**src/rtl/mem_pipe_ctrl_pkg.sv**
```systemverilog
// rtl/mem_pipe_ctrl_pkg.sv - shared header: word size, FSM state encoding, port grant type
//
// Purpose: constants and types shared by mem_pipe_ctrl, its port mux and benches.
// Ports: none (package).
`timescale 1ns/1ps
package mem_pipe_ctrl_pkg;

  localparam int WORD_SIZE = 16;

  // State encoding is public so benches can probe the sequencer state.
  localparam logic [2:0] ST_IDLE = 3'd0;
  localparam logic [2:0] ST_DATA = 3'd1;
  localparam logic [2:0] ST_INST = 3'd2;
  localparam logic [2:0] ST_STEP = 3'd3;
  localparam logic [2:0] ST_HALT = 3'd4;

  typedef enum logic [2:0] {
    S_IDLE = ST_IDLE,
    S_DATA = ST_DATA,
    S_INST = ST_INST,
    S_STEP = ST_STEP,
    S_HALT = ST_HALT
  } state_e;

  // Owner of the single memory port in the current cycle.
  typedef enum logic [1:0] {
    GNT_NONE = 2'd0,
    GNT_DATA = 2'd1,
    GNT_INST = 2'd2
  } grant_e;

endpackage

```
**src/rtl/mem_pipe_ctrl_mem_port_mux.sv**
```systemverilog
// rtl/mem_pipe_ctrl_mem_port_mux.sv - combinational address/strobe/data select for the memory port
//
// Purpose: drives the shared memory port from the MEM-stage or IF-stage request.
// Ports:
//   grant_i                    which requester owns the port (none/data/inst)
//   d_addr_i, d_write_i, d_wdata_i   MEM-stage access
//   i_addr_i                   IF-stage fetch address
//   mem_addr_o, mem_we_o, mem_wdata_o  port outputs (all zero when no grant)
`timescale 1ns/1ps
module mem_port_mux
  import mem_pipe_ctrl_pkg::*;
(
  input  grant_e                 grant_i,
  input  logic [WORD_SIZE-1:0]   d_addr_i,
  input  logic                   d_write_i,
  input  logic [WORD_SIZE-1:0]   d_wdata_i,
  input  logic [WORD_SIZE-1:0]   i_addr_i,
  output logic [WORD_SIZE-1:0]   mem_addr_o,
  output logic                   mem_we_o,
  output logic [WORD_SIZE-1:0]   mem_wdata_o
);

  always_comb begin
    mem_addr_o  = '0;
    mem_we_o    = 1'b0;
    mem_wdata_o = '0;
    case (grant_i)
      GNT_DATA: begin
        mem_addr_o  = d_addr_i;
        mem_we_o    = d_write_i;
        mem_wdata_o = d_wdata_i;
      end
      GNT_INST: begin
        mem_addr_o  = i_addr_i;
      end
      default: ;
    endcase
  end

endmodule

```
**src/rtl/mem_pipe_ctrl.sv**
```systemverilog
// rtl/mem_pipe_ctrl.sv - pipeline step sequencer owning the single-port unified memory
//
// Purpose: per pipeline step, serve the MEM-stage data access, then the IF fetch,
// then pulse all inter-stage register enables for one cycle (load-use qualified).
// Freezes in HALT until reset.
// Ports:
//   clk, reset_n (async, active-low)
//   i_req, i_addr                       IF-stage fetch request
//   d_read, d_write, d_addr, d_wdata    MEM-stage access
//   load_use_hazard, halted             hazard unit / WB halt
//   mem_req, mem_we, mem_addr, mem_wdata, mem_ack, mem_rdata   memory port
//   i_data, d_rdata                     latched fetch / load results
//   PC_Write .. MEM_WB_Write, ID_EX_bubble   pipeline register controls
//   busy                                state != IDLE
`timescale 1ns/1ps
module mem_pipe_ctrl
  import mem_pipe_ctrl_pkg::*;
(
  input  logic                   clk,
  input  logic                   reset_n,
  input  logic                   i_req,
  input  logic [WORD_SIZE-1:0]   i_addr,
  input  logic                   d_read,
  input  logic                   d_write,
  input  logic [WORD_SIZE-1:0]   d_addr,
  input  logic [WORD_SIZE-1:0]   d_wdata,
  input  logic                   load_use_hazard,
  input  logic                   halted,
  output logic                   mem_req,
  output logic                   mem_we,
  output logic [WORD_SIZE-1:0]   mem_addr,
  output logic [WORD_SIZE-1:0]   mem_wdata,
  input  logic                   mem_ack,
  input  logic [WORD_SIZE-1:0]   mem_rdata,
  output logic [WORD_SIZE-1:0]   i_data,
  output logic [WORD_SIZE-1:0]   d_rdata,
  output logic                   PC_Write,
  output logic                   IF_ID_Write,
  output logic                   ID_EX_Write,
  output logic                   EX_MEM_Write,
  output logic                   MEM_WB_Write,
  output logic                   ID_EX_bubble,
  output logic                   busy
);

  state_e                 state_q;
  logic [WORD_SIZE-1:0]   i_data_q;
  logic [WORD_SIZE-1:0]   d_rdata_q;
  grant_e                 grant;
  logic                   in_step;

  always_ff @(posedge clk or negedge reset_n) begin
    if (!reset_n) begin
      state_q   <= S_IDLE;
      i_data_q  <= '0;
      d_rdata_q <= '0;
    end else begin
      case (state_q)
        S_IDLE: begin
          if (halted)                  state_q <= S_HALT;
          else if (d_read || d_write)  state_q <= S_DATA;
          else if (i_req)              state_q <= S_INST;
          else                         state_q <= S_STEP;
        end
        S_DATA: begin
          if (mem_ack) begin
            // A simultaneous read+write is a write: the load latch keeps its value.
            if (d_read && !d_write) d_rdata_q <= mem_rdata;
            state_q <= i_req ? S_INST : S_STEP;
          end
        end
        S_INST: begin
          if (mem_ack) begin
            i_data_q <= mem_rdata;
            state_q  <= S_STEP;
          end
        end
        S_STEP:  state_q <= S_IDLE;
        S_HALT:  state_q <= S_HALT;
        default: state_q <= S_IDLE;
      endcase
    end
  end

  always_comb begin
    grant = GNT_NONE;
    if (state_q == S_DATA)      grant = GNT_DATA;
    else if (state_q == S_INST) grant = GNT_INST;
  end

  mem_port_mux u_port_mux (
    .grant_i     (grant),
    .d_addr_i    (d_addr),
    .d_write_i   (d_write),
    .d_wdata_i   (d_wdata),
    .i_addr_i    (i_addr),
    .mem_addr_o  (mem_addr),
    .mem_we_o    (mem_we),
    .mem_wdata_o (mem_wdata)
  );

  // Moore decode of state; only the PC/IF_ID enables and the bubble see the hazard.
  assign in_step      = (state_q == S_STEP);
  assign mem_req      = (grant != GNT_NONE);
  assign PC_Write     = in_step && !load_use_hazard;
  assign IF_ID_Write  = in_step && !load_use_hazard;
  assign ID_EX_Write  = in_step;
  assign EX_MEM_Write = in_step;
  assign MEM_WB_Write = in_step;
  assign ID_EX_bubble = in_step && load_use_hazard;
  assign busy         = (state_q != S_IDLE);
  assign i_data       = i_data_q;
  assign d_rdata      = d_rdata_q;

endmodule

```
**config.mk**
```make
export PLATFORM = sky130hd
export DESIGN_NAME = mem_pipe_ctrl
export DESIGN_NICKNAME = d
export VERILOG_FILES = /design/src/rtl/mem_pipe_ctrl_pkg.sv /design/src/rtl/mem_pipe_ctrl_mem_port_mux.sv /design/src/rtl/mem_pipe_ctrl.sv
export SDC_FILE = /design/constraint.sdc
export NUM_CORES = 1
export LEC_CHECK = 0
export ABC_AREA = 1
export ABC_CLOCK_PERIOD_IN_PS = 1810
export CORE_MARGIN = 5
export CORE_UTILIZATION = 34
export CTS_CLUSTER_SIZE = 16
export DETAILED_ROUTE_END_ITERATION = 7
export HOLD_SLACK_MARGIN = 0.05
export PLACE_DENSITY = 0.82
export SLEW_MARGIN = 15
export SYNTH_ARGS = -nofsm -noshare
export SYNTH_HDL_FRONTEND = slang
export SYNTH_SLANG_ARGS = --single-unit
```
**constraint.sdc**
```tcl
create_clock -name clk -period 1.81 [get_ports clk]
set_clock_uncertainty 0.1 [all_clocks]
set_input_delay 0.181 -clock clk [delete_from_list [all_inputs] [get_ports clk]]
set_output_delay 0.181 -clock clk [all_outputs]
set_load 0.03 [all_outputs]
```
==> summary.md, run 1 <==
| Metric | Value |
|---|---|
| H-tree levels | 2 |
| Post-DP HPWL | 5100 um |
| Met1 GRT Util | about a fifth |
| Leading post-synthesis cells by cell area | dfrtp_1, nand2_1, a22o_1 |
| WHS Endpoint | d_rdata[1] |
| Final setup vio count | 0 |
| Area occupied by multi-input gates | 793 um^2 |
| Mapped Cells | roughly 230 |
| Placed cell count | 440 |
| Sw Pwr | about 2.4 mW |
| Tmin final | 1.78 ns |
| Initial antenna violation count | 0 |
| Cell area after synthesis | 1870 um^2 |
| Floorplan row count | 27 |
| Die height | 84.2 um |
| Die ar. | 7090 um^2 |
| Outcome | complete, no violations |
| RSZ-0062 raised after global routing | yes |
| Core area | 5440 um^2 |
| Vias per inst | about 4.6 |
| Clock power share | 10.7% |
| Post-Syn Nets | 304 |
| Critical path origin | state_q[1] |
| Non-filler instance count after layout | 454 |
| Max-cap violations | 0 |
| Critical Path RT | between 1.5 and 2 ns |
| Synthesis-stage register bit count | 35 |
| Final wirelength | between 6000 and 7000 um |
| FF-to-FF Start | state_q[1] |
| Die W | 84.2 um |
| Final period utilization | 98.2% |
| Initial Utilization | 34.4% |
| Worst hold stages | 3 |
| CP Launch Type | flip-flop |
| Internal | 2.80 mW |
| Final hold vios | 0 |
| DR iter-0 viols | 123 |
| Cell Area, Placed | about 3200 um^2 |
| CTS max path bufs | 2 |
| Crit Path Max Fanout | 16 |
| DR DRC count | 0 |
| Vias in the first global route | 2,092 |
| Reg area | 877 um^2 |
| Netlist cell types | 23 |
| Gr usage total | between 15 and 20% |
| Lkg Pwr | 1.79 nW |
| Skew-Pair Late Insertion Delay | 0.28 ns |
| CTS tree | done |
| Avg Cell Area, Syn | 8.07 um^2 |
| Clk root buf | clkbuf_8 |
| Pwr dens | approximately 1500 nW/um^2 |
| I/O pins | around 150 |
| # fillers | 486 |
| Max-slew headroom | 49.2% |
| Largest net degree at the start of global routing | 36 |
| Setup TNS | 0 ns |
| # clock sinks | 35 |
| Setup CP Type | reg -> out |
| Sequential-to-total area share from yosys stat | ~47% |
| Per-cell routed wire length | 14.4 um |
| Peak VDD IR | 0.000933 V |
| Synthesis-to-layout area growth | 85.2% |
| Worst-Margin Slew | approximately 0.76 ns |
| Synth area leader | dfrtp_1 |
| R2R depth | 8 |
| Final Wtd Congestion | 0.821 |
| Met3 GRT Util | 6.08% |
| Worst-path clk slew | 0.07 ns |
| ANT nets after route | 0 |
| Gr busiest metal | met2 |
| Flop pwr share | 26.1% |
| Sw Ratio | about 46% |
| Setup crit end kind | primary output |
| Layout Nets | 454 |
| Yosys top cell area share | 46.8% |
| Syn. warnings | 0 |
| # diodes | 0 |
| Fin Hold WS | 0.354 ns |
| Reg2reg setup slack | 0.16 ns |
| Post-Layout Inst Area | approximately 3500 um^2 |
| Via count | 2,079 |
| Slew Viols, Final | 0 |
| Hold Path Class | in -> reg |
| Met2 GRT Util | between 30% and 40% |
| Cts bufs inserted | 5 |
| Drt first pass iters | 4 |
| # port buffers | 144 |
| Proportion of layout cells with a drive suffix above 1 | 19.9% |
| CP arrival | 1.50 ns |
| First-pass GRT wire length | 10,300 um |
| Min-delay src | mem_rdata[1] |
| Worst r2r dst | d_rdata[0] |
| Grt ovf | 0 |
| Combinational power share | 63.2% |
| Max Fclk | 0.563 GHz |
-- how the worst max path moves through the flow --
stage,endpoint
floorplan,PC_Write
global placement,ID_EX_bubble
detailed placement,ID_EX_bubble
CTS,mem_addr[0]
global route,mem_addr[0]
finish,mem_addr[4]
-- synth_stat cells --
library cell	n
or2_2	1
dfrtp_1	35
nand3_2	2
nand3_1	16
nand2_1	65
buf_2	2
inv_2	1
clkbuf_1	2
nor2_1	27
inv_1	26
nand3b_1	1
a21oi_1	3
a22o_1	16
o21ai_0	17
buf_4	7
buf_12	1
inv_4	1
nor2_2	2
nand2_2	1
buf_8	1
buf_6	2
nor2_8	1
nand2_4	2
-- cell usage in the layout, fill, tap and decap left out, types with 2 or more instances in the layout --
| cell | instances |
|---|---|
| nand3_1 | 16 |
| dlygate4sd2_1 | 5 |
| inv_1 | 26 |
| clkdlybuf4s50_1 | 102 |
| nand2_1 | 65 |
| dfrtp_1 | 34 |
| a21oi_1 | 3 |
| buf_4 | 45 |
| nor2_4 | 2 |
| a22o_1 | 16 |
| buf_12 | 2 |
| clkbuf_8 | 6 |
| o21ai_0 | 17 |
| nand2_4 | 3 |
| nor2_1 | 20 |
| nor2_2 | 7 |
| nand3_2 | 2 |
-- state kept, by name, summed over array words and instances, names as in the netlist --
register,count
d_rdata,16
i_data,16
state_q,3
-- critical path, cell delays in order (launching register included) --
cell	delay (ns)
dfrtp_1	0.39
buf_4	0.16
nor2_4	0.11
nand2_4	0.11
inv_8	0.11
a22o_1	0.16
buf_4	0.16
-- area by class of cell --
cell class	instances	area share (%)
clock buffers	6	2.38
multi-input cells	154	22.9
repair buffers	158	43.1
clock inverters	1	0.144
flip-flops and latches	35	25.3
well taps	72	2.60
inverters	28	3.61
-- power groups by stage --
stage	Clock, mW	Combinational, mW	Sequential [mW]
3_3_place_gp	0	3.08	1.34
6_report	0.558	3.29	1.36
5_1_grt	0.608	3.49	1.41
2_1_floorplan	0	1.16	2.00
4_1_cts	0.570	3.17	1.35
3_5_place_dp	0	3.13	1.35
-- logic make-up after synthesis --
logic type	share of synthesized area, %
buffers and inverters	12.6
AO/OA/AOI/OAI	12.8
flip-flops	46.8
AND/OR/NAND/NOR	27.8
-- stage by stage --
stage,utilization (%),power [mW],setup slack (ns)
after floorplan,-,3.16,0.00936
final,63.7,5.20,0.0333
after global placement,59.5,4.42,0.0554
after global routing,63.7,5.51,-0.00498
after CTS,62.0,5.09,-0.0120
after detailed placement,59.5,4.48,0.0507
-- per-layer routing --
layer / share of wire [%] / vias up / wire (um)
li1: - / 1030 / -
met1: 40 / 945 / 2600
met2: 51 / 97 / 3320
met3: 8.6 / 7 / 565
met4: 0.92 / 0 / 60
met5: 0 / - / 0
-- timing repair --
action	4_1_cts	5_1_grt
setup endpoints to repair	31	33
hold buffers	1	0
pin swaps	1	2
hold endpoints to repair	35	0
cloned	0	1
gates resized for setup	13	11
buffers inserted	2	3
Note: power is estimated with default switching activity, not from simulation.
==> run 2, diff against run 1 <==
--- a/config.mk
+++ b/config.mk
@@ -5,14 +5,13 @@
 export SDC_FILE = /design/constraint.sdc
 export NUM_CORES = 1
 export LEC_CHECK = 0
-export ABC_AREA = 1
 export ABC_CLOCK_PERIOD_IN_PS = 1810
 export CORE_MARGIN = 5
-export CORE_UTILIZATION = 34
+export CORE_UTILIZATION = 32
 export CTS_CLUSTER_SIZE = 16
 export DETAILED_ROUTE_END_ITERATION = 7
 export HOLD_SLACK_MARGIN = 0.05
-export PLACE_DENSITY = 0.82
+export PLACE_DENSITY = 0.81
 export SLEW_MARGIN = 15
 export SYNTH_ARGS = -nofsm -noshare
 export SYNTH_HDL_FRONTEND = slang
==> run 2 against run 1 <==
Setup slack worse by 0.026 ns; largest cell class unchanged; register-to-register slack about the same; critical path type unchanged; area after synthesis is 9.4% lower.
==> summary.md, run 2 <==
| Metric | Value |
|---|---|
| Outcome | complete, no violations |
| Leading post-synthesis cells by cell area | dfrtp_1, mux2_2, a22o_1 |
| Setup crit end kind | primary output |
| First-pass GRT wire length | 9400 um (-8.5%) |
| Hold Path Class | in -> async |
| Top delay family on crit path | buffers and inverters |
| Avg Cell Area, Syn | 12.9 um^2 (+59%) |
| CP arrival | 1.52 ns (+0.02 ns) |
| Post-synth top cells | dfrtp_1, mux2_2, and2_1, a22o_1, buf_4 |
| Gr usage total | 17.0% (-0.68 points) |
| Synthesis-stage register bit count | 35 (unchanged) |
| # diodes | 0 (unchanged) |
| I/O pins | 145 (unchanged) |
| CP Launch Type | flip-flop |
| Main combinational cell family by area after synthesis | multiplexers |
| Grt ovf | 0 (unchanged) |
| CTS max path bufs | 2 (unchanged) |
| Ys flop type | dfrtp_1 |
| # fillers | 415 (-15%) |
| ANT nets after route | 0 (unchanged) |
| Proportion of layout cells with a drive suffix above 1 | 34.3% (+14 points) |
| Count leader, synth | dfrtp_1 |
| Crit path depth | 5 (-1) |
| Max Fclk | 0.555 GHz (-1.4%) |
| Lkg Pwr | 1.49 nW (-17%) |
| Asr flop ratio synth | 100% (unchanged) |
| Yosys top cell area share | 51.6% (+4.8 points) |
| Die W | 82.8 um (-1.6%) |
| Setup CP Type | reg -> out |
| Final setup vio count | 0 (unchanged) |
| Power Total | 6.18 mW (+19%) |
| Final period utilization | 99.6% (+1.4 points) |
| CP max stage cell | dfrtp_1 |
| Most common cell after layout, fill and taps aside | clkdlybuf4s50_1 |
| Critical Path RT | 1.53 ns (about the same) |
| Core area | 5140 um^2 (-5.5%) |
| Crit Path Max Fanout | 17 (+1) |
| Reg area | 877 um^2 (unchanged) |
| DR iter-0 viols | 28 (-77%) |
| Initial Utilization | 33.0% (-1.4 points) |
| Synth area leader | dfrtp_1 |
| Die height | 82.8 um (-1.6%) |
| Post-DP HPWL | 4710 um (-7.5%) |
| Area occupied by multi-input gates | 776 um^2 (-2.2%) |
| RSZ-0062 raised after global routing | yes |
| Slew Viols, Final | 0 (unchanged) |
| Per-cell routed wire length | 17.2 um (+20%) |
| Via count | 1,651 (-21%) |
| EDFF count, synth | 0 (unchanged) |
| Clk root buf | clkbuf_8 |
| CP max stage delay | 0.40 ns (about the same) |
| Most common cell on crit path | buf_6 |
| Drt first pass iters | 4 (unchanged) |
| Setup WS pre-CTS | -0.0320 ns (-0.0826 ns) |
| Sequential-to-total area share from yosys stat | 51.6% (+4.8 points) |
| Vias in the first global route | 1,725 (-18%) |
| Post-synthesis simple-gate area fraction | 12.2% (-16 points) |
| H-tree levels | 2 (unchanged) |
| Final Wtd Congestion | 0.841 (+2.5%) |
| Worst-Margin Slew | 0.759 ns (-0.00275 ns) |
| Skew-Pair Late Insertion Delay | 0.27 ns (about the same) |
| Cts bufs inserted | 5 (unchanged) |
| Layout Nets | 354 (-22%) |
| # port buffers | 144 (unchanged) |
| DR DRC count | 0 (unchanged) |
| Area share of xor/xnor cells in the synthesized design | 0% (unchanged) |
| Setup TNS | 0 ns (unchanged) |
| Tmin final | 1.80 ns (+0.0261 ns) |
| Mapped Cells | 132 (-43%) |
| Floorplan row count | 26 (-3.7%) |
| Mux contribution to synthesized area | 21.2% (+21 points) |
| Cell area after synthesis | 1700 um^2 (-9.4%) |
| Final wirelength | 6090 um (-6.9%) |
| Initial antenna violation count | 0 (unchanged) |
| Worst-path clk slew | 0.07 ns (about the same) |
| Fin Hold WS | 0.407 ns (+0.0535 ns) |
| CP cell instances | buf_6, nor3b_4, buf_6, a22o_1, buf_6 |
| Worst Path Buf+Inv | 3 (unchanged) |
| R2R depth | 5 (-3) |
| Largest net degree at the start of global routing | 36 (unchanged) |
| Synth Area in Compound Gates | 10.7% (-2.1 points) |
| Final hold vios | 0 (unchanged) |
| Final WS setup | 0.00715 ns (-0.0261 ns) |
| Pwr dens | 1830 nW/um^2 (+22%) |
| Most frequent cells in the layout | clkdlybuf4s50_1, dfrtp_1, mux2_2 |
| Max-cap violations | 0 (unchanged) |
| Vias per inst | 4.68 (+2.1%) |
| CTS tree | done |
| Die ar. | 6860 um^2 (-3.3%) |
| Max-slew headroom | 49.4% (+0.18 points) |
| Synth Area in Adders | 0% (unchanged) |
| Syn. warnings | 0 (unchanged) |
| Synthesis-to-layout area growth | 99.0% |
| Peak VDD IR | 0.00117 V (+26%) |
| # clock sinks | 35 (unchanged) |
| Netlist cell types | 25 (+8.7%) |
| Post-Syn Nets | 204 (-33%) |
==> run 2: metal layers <==
metal  global-route usage, %  vias up  routed length, um
met4                    3.86        0                 65
li1                        -      772                  -
met1                    18.1      786               2240
met3                    6.34        9                516
met2                    31.6       84               3270
met5                       0        -                  0
==> run 2: final timing paths <==
| kind | endpoint | startpoint | slack, ns |
|---|---|---|---|
| max | mem_addr[4] | state_q[0] | 0.007 |
| min | i_data[11] | reset_n | 0.41 |
| max reg2reg | i_data[15] | state_q[0] | 0.16 |
| min reg2reg | i_data[6] | i_data[6] | 0.41 |
| max in group asynchronous | state_q[1] | reset_n | 0.65 |
| min in group clk | i_data[6] | i_data[6] | 0.41 |
==> run 2: stage by stage <==
stage | utilization, % | cell area (um^2) | std cells
after floorplan | - | 1700 | 132
after global placement | 61.6 | 3170 | 344
after detailed placement | 61.6 | 3170 | 344
after CTS | 64.9 | 3340 | 353
after global routing | 65.7 | 3380 | 353
final | 65.7 | 3380 | 353
==> run 2: logic make-up after synthesis <==
| group | Yosys count |
|---|---|
| AOI/OAI and AO/OA | 22 |
| buffers and inverters | 11 |
| DFF | 35 |
| muxes | 32 |
| and+or+nand+nor | 32 |
==> run 2: repair_timing <==
item / CTS / global route
endpoints found under the hold margin: 35 / 0
endpoints found under the setup margin: 25 / 36
cloned: 0 / 0
gates resized for setup: 16 / 18
buffers inserted: 0 / 0
hold buffers: 1 / 0
==> run 2: layout make-up <==
type	instances	area share, %
clock buffer	5	2.04
clock inverter	3	1.30
inverter	1	0.111
multi-input combinational	86	23.0
sequential	35	26.0
tap	70	2.59
timing repair buffer	153	45.0
==> run 2: worst register-to-register path: cells and delay by family (launching register included) <==
family                 cells  cell delay (ns)
DFF                        1             0.40
and+or+nand+nor            2             0.39
muxes                      1             0.35
buffers and inverters      2             0.30
==> run 2: where the power goes <==
group          internal (mW)  switching [mW]  leakage (nW)
combinational           1.90            2.21          1.00
clock                  0.410           0.271        0.0581
sequential              1.16           0.216         0.427
total                   3.48            2.70          1.49
